[src/rtl/oh_padring_ctrl.sv]
// Padring side controller: per-pad shadow/active config registers, a register
// bus, and a power-up sequencer that holds pads safe until power-ok has settled.
`timescale 1ns/1ps
module oh_padring_ctrl #(
  parameter int NGPIO  = 8,
  parameter int CFGW   = 8,
  parameter int AW     = 8,
  parameter int SETTLE = 16,
  parameter int CNTW   = 8
) (
  input  logic                  clk,
  input  logic                  reset,
  input  logic                  poc_in,
  input  logic                  reg_access,
  input  logic                  reg_write,
  input  logic [AW-1:0]         reg_addr,
  input  logic [31:0]           reg_wdata,
  output logic [31:0]           reg_rdata,
  output logic                  reg_ack,
  output logic [NGPIO*CFGW-1:0] pad_cfg,
  output logic [NGPIO-1:0]      pad_ie,
  output logic [NGPIO-1:0]      pad_oen,
  output logic                  status_ready
);

  localparam int PW = CFGW + 2;
  localparam logic [AW-1:0]   ADDR_CTRL   = AW'('h80);
  localparam logic [AW-1:0]   ADDR_STATUS = AW'('h81);
  localparam logic [CNTW-1:0] SETTLE_LAST = CNTW'(SETTLE - 1);

  typedef enum logic [1:0] {
    ST_SAFE   = 2'd0,
    ST_SETTLE = 2'd1,
    ST_APPLY  = 2'd2,
    ST_RUN    = 2'd3
  } state_e;

  state_e state_q, state_d;
  logic [CNTW-1:0] cnt_q, cnt_d;
  logic poc_meta_q, poc_meta_d;
  logic poc_sync_q, poc_sync_d;
  logic force_safe_q, force_safe_d;
  logic commit_pend_q, commit_pend_d;
  logic [NGPIO-1:0][PW-1:0] shadow_q, shadow_d;
  logic [NGPIO-1:0][PW-1:0] active_q, active_d;
  logic [31:0] rdata_q, rdata_d;
  logic ack_q, ack_d;
  logic [NGPIO*CFGW-1:0] pad_cfg_q, pad_cfg_d;
  logic [NGPIO-1:0] pad_ie_q, pad_ie_d;
  logic [NGPIO-1:0] pad_oen_q, pad_oen_d;
  logic ready_q, ready_d;

  logic wr_en, rd_en, ctrl_wr;

  always_comb begin
    poc_meta_d    = poc_in;
    poc_sync_d    = poc_meta_q;
    wr_en         = reg_access && reg_write;
    rd_en         = reg_access && !reg_write;
    ctrl_wr       = wr_en && (reg_addr == ADDR_CTRL);
    ack_d         = reg_access;
    rdata_d       = rdata_q;
    shadow_d      = shadow_q;
    force_safe_d  = force_safe_q;
    commit_pend_d = ctrl_wr && reg_wdata[0] && (state_q == ST_RUN);

    if (ctrl_wr) force_safe_d = reg_wdata[1];
    if (rd_en) begin
      rdata_d = 32'd0;
      if (reg_addr == ADDR_CTRL)   rdata_d = {30'd0, force_safe_q, 1'b0};
      if (reg_addr == ADDR_STATUS) rdata_d = {29'd0, poc_sync_q, state_q};
    end
    for (int i = 0; i < NGPIO; i++) begin
      if (reg_addr == AW'(i)) begin
        if (wr_en) shadow_d[i] = reg_wdata[PW-1:0];
        if (rd_en) rdata_d = 32'(shadow_q[i]);
      end
    end
  end

  always_comb begin
    state_d = state_q;
    cnt_d   = '0;
    case (state_q)
      ST_SAFE: if (poc_sync_q && !force_safe_q) state_d = ST_SETTLE;
      ST_SETTLE: begin
        if (!poc_sync_q || force_safe_q) state_d = ST_SAFE;
        else if (cnt_q == SETTLE_LAST)   state_d = ST_APPLY;
        else                             cnt_d   = cnt_q + 1'b1;
      end
      ST_APPLY: state_d = ST_RUN;
      ST_RUN:   if (!poc_sync_q || force_safe_q) state_d = ST_SAFE;
      default:  state_d = ST_SAFE;
    endcase

    // A late commit loses to a simultaneous power loss or force_safe.
    active_d = active_q;
    if ((state_q == ST_APPLY) ||
        (commit_pend_q && (state_q == ST_RUN) && (state_d == ST_RUN)))
      active_d = shadow_q;

    pad_cfg_d = '0;
    pad_ie_d  = '0;
    pad_oen_d = '1;
    ready_d   = (state_d == ST_RUN);
    if (state_d == ST_RUN) begin
      for (int i = 0; i < NGPIO; i++) begin
        pad_cfg_d[i*CFGW +: CFGW] = active_d[i][CFGW-1:0];
        pad_ie_d[i]               = active_d[i][CFGW];
        pad_oen_d[i]              = ~active_d[i][CFGW+1];
      end
    end
  end

  always_ff @(posedge clk or posedge reset) begin
    if (reset) begin
      state_q       <= ST_SAFE;
      cnt_q         <= '0;
      poc_meta_q    <= 1'b0;
      poc_sync_q    <= 1'b0;
      force_safe_q  <= 1'b0;
      commit_pend_q <= 1'b0;
      shadow_q      <= '0;
      active_q      <= '0;
      rdata_q       <= '0;
      ack_q         <= 1'b0;
      pad_cfg_q     <= '0;
      pad_ie_q      <= '0;
      pad_oen_q     <= '1;
      ready_q       <= 1'b0;
    end else begin
      state_q       <= state_d;
      cnt_q         <= cnt_d;
      poc_meta_q    <= poc_meta_d;
      poc_sync_q    <= poc_sync_d;
      force_safe_q  <= force_safe_d;
      commit_pend_q <= commit_pend_d;
      shadow_q      <= shadow_d;
      active_q      <= active_d;
      rdata_q       <= rdata_d;
      ack_q         <= ack_d;
      pad_cfg_q     <= pad_cfg_d;
      pad_ie_q      <= pad_ie_d;
      pad_oen_q     <= pad_oen_d;
      ready_q       <= ready_d;
    end
  end

  assign reg_rdata    = rdata_q;
  assign reg_ack      = ack_q;
  assign pad_cfg      = pad_cfg_q;
  assign pad_ie       = pad_ie_q;
  assign pad_oen      = pad_oen_q;
  assign status_ready = ready_q;

endmodule

[config.mk]
export PLATFORM = sky130hd
export DESIGN_NAME = oh_padring_ctrl
export DESIGN_NICKNAME = d
export VERILOG_FILES = /design/src/rtl/oh_padring_ctrl.sv
export SDC_FILE = /design/constraint.sdc
export NUM_CORES = 1
export LEC_CHECK = 0
export BUFFER_PORTS_ARGS = -buffer_cell sky130_fd_sc_hd__buf_2
export CAP_MARGIN = 20
export CORE_MARGIN = 10
export CORE_UTILIZATION = 40
export CTS_CLUSTER_SIZE = 25
export DETAILED_ROUTE_END_ITERATION = 10
export GPL_TIMING_DRIVEN = 0
export SLEW_MARGIN = 20
export SYNTH_ARGS = -nofsm -noshare
export SYNTH_HDL_FRONTEND = slang
export SYNTH_SLANG_ARGS = --single-unit
[constraint.sdc]
create_clock -name clk -period 14.9 [get_ports clk]
set_input_delay 1.49 -clock clk [delete_from_list [all_inputs] [get_ports clk]]
set_output_delay 1.49 -clock clk [all_outputs]
set_load 0.02 [all_outputs]
==> impl_metrics.toml, run 1 <==
[timing]
hold_violations = 0
period_minus_slack_ns = 3.06
setup_viol = 0
setup_tns_ns = 0
rsz0062_at_grt = "no"
worst_slew_pin_slew_ns = 0.823
slew_headroom_pct = 44.7
fin_crit_sh_pct = 20.5
layout_setup_ws_ns = 11.84
drv_slew = 0
clock.fmax_ghz = 0.327
final.setup_skew_ns = 0.0175
hold_slack_ns = 0.359

[layout]
mostFrequentLayoutCell = "dfrtp_1"
most-common-layout-cells = "dfrtp_1 (280), mux2_2 (163), buf_2 (147), and2_1 (103), clkbuf_16 (30)"
fill_cells = 2495
drive_gt1_share_pct = 40.5
diodes = 0
utilization_pct = 48.8
nNetsFinal = 1001
area_growth_pct = 20.3

[global_routing]
antenna_found_initial = 3
grt_use_total_pct = 15.3
grt_first_pass_wirelength_mm = 42.9
grt_overflow = 0
grt_max_degree = 95
grt_pass1_vias = 7173

[clocking]
ctsHoldBuffers = 0
cts_setup_buffers = 0
root_buffer = "clkbuf_16"
clk_pin_slew_ns = 0.06
cts.sinks = 288
cts_resized = 0
worstSkewPairLatency_ns = 0.55
h-tree-depth = 1
tritoncts = "built"
clock_path_buffers = 3
cts_buffers = 30

[drt]
wl_per_cell_um = 20.0
via_per_inst = 4.89
drtPass1Iterations = 4
wl_mm = 27.1
vias = 6620
route.detailed.drc = 0
ant_nets = 0
dr.first_iter.drc_count = 315

[critical_path]
crit_required_ns = 15.33
critPathMaxStageDelay_ns = 0.63
crit_chain = "buf_2 -> nor4_4 -> nand3_4 -> nor3_4 -> mux2_2"
r2r_cells = 6
critPathCaptureType = "flop"
path_max_fanout = 10
rr_endpoint = "pad_cfg[33]$_DFF_PP0_"
path_buf_inv = 1
arrival_ns = 3.48
worstReg2RegStart = "state_q[0]$_DFF_PP0_"
crit_slowest_cell = "nor4_4"
crit_type = "in -> reg"
crit_path_start_kind = "primary input"
worst-r2r-setup-slack_ns = 12.65
critical_path.top_delay_family = "simple AND/OR/NAND/NOR gates"

[yosys]
yosys_warnings = 0
yosys-top-cells-area = "dfrtp_1 (62%), mux2_2 (16%), and2_1 (5.7%)"
synth_cell_types = 51
synth_nets = 832
syn_area_um2 = 11300
synth.top_cell.area_share_pct = 62.1
async_flop_share_pct = 100
synth-seq-area-share_pct = 64.0
synth-edff-count = 0
synth_top_area_cell = "dfrtp_1"
syn_avg_cell_area_um2 = 14.3
synth_cells = 786
ys.flop_type = "dfrtp_1"
ys_ff_latch = 288

[floorplanning]
rows = 61
fp.coreArea_um2 = 27800
die_h_um = 188
die_w_um = 188
dieArea_um2 = 35300
initial_core_util_pct = 40.6
ios = 159

[hold_path]
worstHoldPathType = "reg -> reg"
hold_path_end = "poc_sync_q$_DFF_PP0_"
hp-start = "poc_meta_q$_DFF_PP0_"
hold_depth = 0

[place]
place_congestion = 0.867
portBuffers = 133
place_ws_ns = 11.32
dpl.hpwl_mm = 19.4

[power]
p_int_uw = 1280
powerDensity_nw_per_um2 = 120
netSwitchingFraction_pct = 21.2
clkPwrFrac_pct = 47.6
power_frac_comb_pct = 3.4
p_leak_uw = 0.00690
irDropWorstVdd_uv = 85.0
seqPwrFrac_pct = 49.1
finalPower_uw = 1620
p_sw_uw = 344

[outcome]
status = "completed"

[job]
drv_cap = 0
==> worst reg2reg max path: stages, from the launching register on <==
cell and delay (ns):
dfrtp_1 0.36, clkbuf_1 0.19, a21boi_0 0.19, clkbuf_1 0.45, buf_2 0.41, mux2_2 0.39, and2_1 0.16
==> power by group through the flow <==
| stage | logic (µW) | clock network [µW] | registers (µW) |
|---|---|---|---|
| final | 54.5 | 772 | 796 |
| after global routing | 61.3 | 827 | 796 |
| after CTS | 56.2 | 797 | 796 |
| after detailed placement | 56.0 | 0 | 810 |
| after global placement | 52.3 | 0 | 811 |
| after floorplan | 33.4 | 0 | 808 |
==> cells by family (layout without fill, tap and decap cells) <==
kind of cell	count (synthesis)	after routing	synth area share [%]
xor gates and xnor gates	5	5	0.388
and+or+nand+nor	196	196	10.9
AOI/OAI and AO/OA	72	72	4.63
muxes	182	182	18.3
adders and majority gates	1	1	0.111
buffers and inverters	42	232	1.62
DFF	288	288	64.0
==> Yosys cell counts (all sizes together) (2+ instances only) <==
library cell and number:
or3 4, and2 103, mux2i 16, nand2b 16, a22oi 11, nor2b 7
mux4 3, xor2 4, nor3 7, o221ai 2, nand3 4, a31o 2
buf 19, mux2 163, nand4 2, a211oi 16, nor2 20, nor3b 5
inv 3, clkbuf 20, nand2 18, dfstp 8, a21boi 4, a2111oi 10
o2bb2ai 7, nor4 3, or4 2, a21oi 5, dfrtp 280, o21ai 13
==> layer usage <==
metal  GRT usage [%]  part of all wire [%]  vias to the layer above
met5               0                  0.11                        -
met4            3.38                   2.0                        6
met3            4.23                   6.2                       39
met2            23.7                    45                      142
met1            21.0                    47                     3348
li1                -                     -                     3085
==> worst max path at each step <==
stage | start | endpoint | slack (ns) | depth (start not counted)
6_report | reg_addr[7] | shadow_q[62]$_DFFE_PP0P_ | 11.84 | 5
5_1_grt | reg_addr[7] | shadow_q[61]$_DFFE_PP0P_ | 11.80 | 5
4_1_cts | reg_addr[7] | shadow_q[62]$_DFFE_PP0P_ | 11.91 | 5
3_5_place_dp | reg_addr[7] | shadow_q[66]$_DFFE_PP0P_ | 11.32 | 5
3_3_place_gp | reset | pad_cfg[60]$_DFF_PP0_ | 2.26 | 2
2_1_floorplan | reset | active_q[0]$_DFF_PP0_ | 5.47 | 1
==> registers in the layout, summed over array words and instances, names as in the netlist, 2 cells and up <==
signal     cells
reg_rdata     32
pad_oen        8
pad_ie         8
pad_cfg       64
cnt_q          8
shadow_q      80
state_q        2
active_q      80
==> area by class of cell <==
| cell class | count | area, µm² | share of cell area (%) |
|---|---|---|---|
| flip-flops and latches | 288 | 7220 | 53.2 |
| clock inverters | 13 | 186 | 1.37 |
| inverters | 3 | 18.8 | 0.138 |
| repair buffers | 137 | 759 | 5.60 |
| well taps | 378 | 473 | 3.49 |
| multi-input cells | 456 | 3880 | 28.6 |
| clock buffers | 40 | 858 | 6.33 |
| plain buffers | 39 | 171 | 1.26 |
==> through the flow <==
step           area, µm²  std cells
3_3_place_gp       12400       1297
6_report           13600       1354
4_1_cts            13600       1354
3_5_place_dp       12500       1301
5_1_grt            13600       1354
2_1_floorplan      11300        786
Note: power is estimated with default switching activity, not from simulation.
==> inputs of run 2 (changes only) <==
Clock period 14.9 ns to 3.08 ns, I/O delays scaled along.
==> impl_metrics.toml, run 2 (synthesis gave the netlist of run 1 again) <==
[outcome]
status = "completed"

[critical_path]
rr_endpoint = "pad_cfg[31]$_DFF_PP0_"
critPathCaptureType = "flop"
worst-r2r-setup-slack_ns = 0.85
worstReg2RegStart = "state_q[0]$_DFF_PP0_"
path_max_fanout = 10
r2r_cells = 6
arrival_ns = 2.66
crit_type = "reg -> reg"
crit_required_ns = 3.51
crit_path_start_kind = "flop"

[drt]
wl_mm = 27.4
ant_nets = 0
vias = 6847
drtPass1Iterations = 4
dr.first_iter.drc_count = 424
route.detailed.drc = 0
wl_per_cell_um = 20.1
via_per_inst = 5.01

[layout]
diodes = 0
mostFrequentLayoutCell = "dfrtp_1"
nNetsFinal = 1011
regArea_um2 = 7220
fill_cells = 2523
drive_gt1_share_pct = 40.6
instances_no_fill = 1367
area_growth_pct = 21.7
most-common-layout-cells = "dfrtp_1 (280), mux2_2 (163), buf_2 (147), and2_1 (103), clkbuf_16 (31)"
multi_input_area_um2 = 3880

[timing]
fin_crit_sh_pct = 72.4
slew_headroom_pct = 45.7
worst_slew_pin_slew_ns = 0.808
clock.fmax_ghz = 0.449
hold_slack_ns = 0.102
period_minus_slack_ns = 2.23
setup_tns_ns = 0
rsz0062_at_grt = "no"
setup_viol = 0
hold_violations = 0
layout_setup_ws_ns = 0.852
drv_slew = 0
final.setup_skew_ns = 0.00875

[clocking]
cts_resized = 0
worstSkewPairLatency_ns = 0.55
tritoncts = "built"
clk_pin_slew_ns = 0.06
clock_path_buffers = 3
cts.sinks = 288
cts_buffers = 30
h-tree-depth = 1
root_buffer = "clkbuf_16"

[global_routing]
grt_first_pass_wirelength_mm = 43.6
grt_pass1_vias = 7302
grt_overflow = 0
grt_use_total_pct = 15.5
grt_max_degree = 37
antenna_found_initial = 2

[place]
placed_cells = 1308
place_congestion = 0.849
portBuffers = 133
place_ws_ns = 0.694
dpl.hpwl_mm = 20.0

[hold_path]
worstHoldPathType = "in -> reg"
hp-start = "reg_wdata[9]"
hold_depth = 2
hold_path_end = "shadow_q[49]$_DFFE_PP0P_"

[floorplanning]
initial_core_util_pct = 40.6
rows = 61
ios = 159
fp.coreArea_um2 = 27800
die_h_um = 188
dieArea_um2 = 35300
die_w_um = 188

[job]
drv_cap = 0

[power]
p_leak_uw = 0.00697
irDropWorstVdd_uv = 379
powerDensity_nw_per_um2 = 576
## run 2: cell count changes in the layout (fill, tap and decap cells not counted), moves of 2 or more
cell	delta
inv_8	-2
buf_12	+8
inv_6	+2
dlygate4sd3_1	+3
clkbuf_8	-3
clkinvlp_4	+2
clkbuf_1	+3
## run 2: timing repair
item	4_1_cts	5_1_grt
hold buffers	3	0
hold endpoints to repair	16	0
buffers inserted	0	0
## run 2: critical path, cell delays in order (launching register included)
cell and delay [ns]:
dfrtp_1 0.35, clkbuf_1 0.19, a21boi_0 0.19, clkbuf_1 0.43
buf_2 0.40, mux2_2 0.38, and2_1 0.16
## run 2: through the flow
stage               util, %  power [µW]  cell area (µm²)
floorplan                 -        4070            11300
global placement       44.7        4180            12400
detailed placement     45.5        4210            12600
CTS                    49.4        7990            13700
global route           49.4        8190            13700
finish                 49.4        7900            13700
## run 2: worst max-delay path by stage
stage | startpoint | end | slack, ns | cells after the start
after floorplan | reset | active_q[0]$_DFF_PP0_ | -1.04 | 1
after global placement | reset | pad_cfg[59]$_DFF_PP0_ | -2.77 | 2
after detailed placement | reg_addr[7] | shadow_q[52]$_DFFE_PP0P_ | 0.69 | 5
after CTS | state_q[0]$_DFF_PP0_ | pad_ie[1]$_DFF_PP0_ | 0.84 | 6
after global routing | state_q[0]$_DFF_PP0_ | pad_cfg[30]$_DFF_PP0_ | 0.72 | 6
final | state_q[0]$_DFF_PP0_ | pad_cfg[31]$_DFF_PP0_ | 0.85 | 6
## run 2: cell type report
type	instances	share of cell area, %
flip-flops and latches	288	52.6
plain buffers	39	1.25
repair buffers	147	6.72
clock buffers	41	6.22
well taps	378	3.45
multi-input cells	456	28.3
clock inverters	15	1.40
inverters	3	0.109
## run 2: power breakdown
| group | internal [µW] | switching, µW |
|---|---|---|
| Clock | 2280 | 1480 |
| Sequential | 3820 | 32.9 |
| Combinational | 99.3 | 190 |
## run 2: per-layer routing
layer  vias to the layer above  wire length (µm)  track usage [%]
li1                       3118                 -                -
met1                      3521             12800             21.4
met2                       173             12400             24.2
met3                        31              1910             4.30
met4                         4               306             2.71
met5                         -                26                0
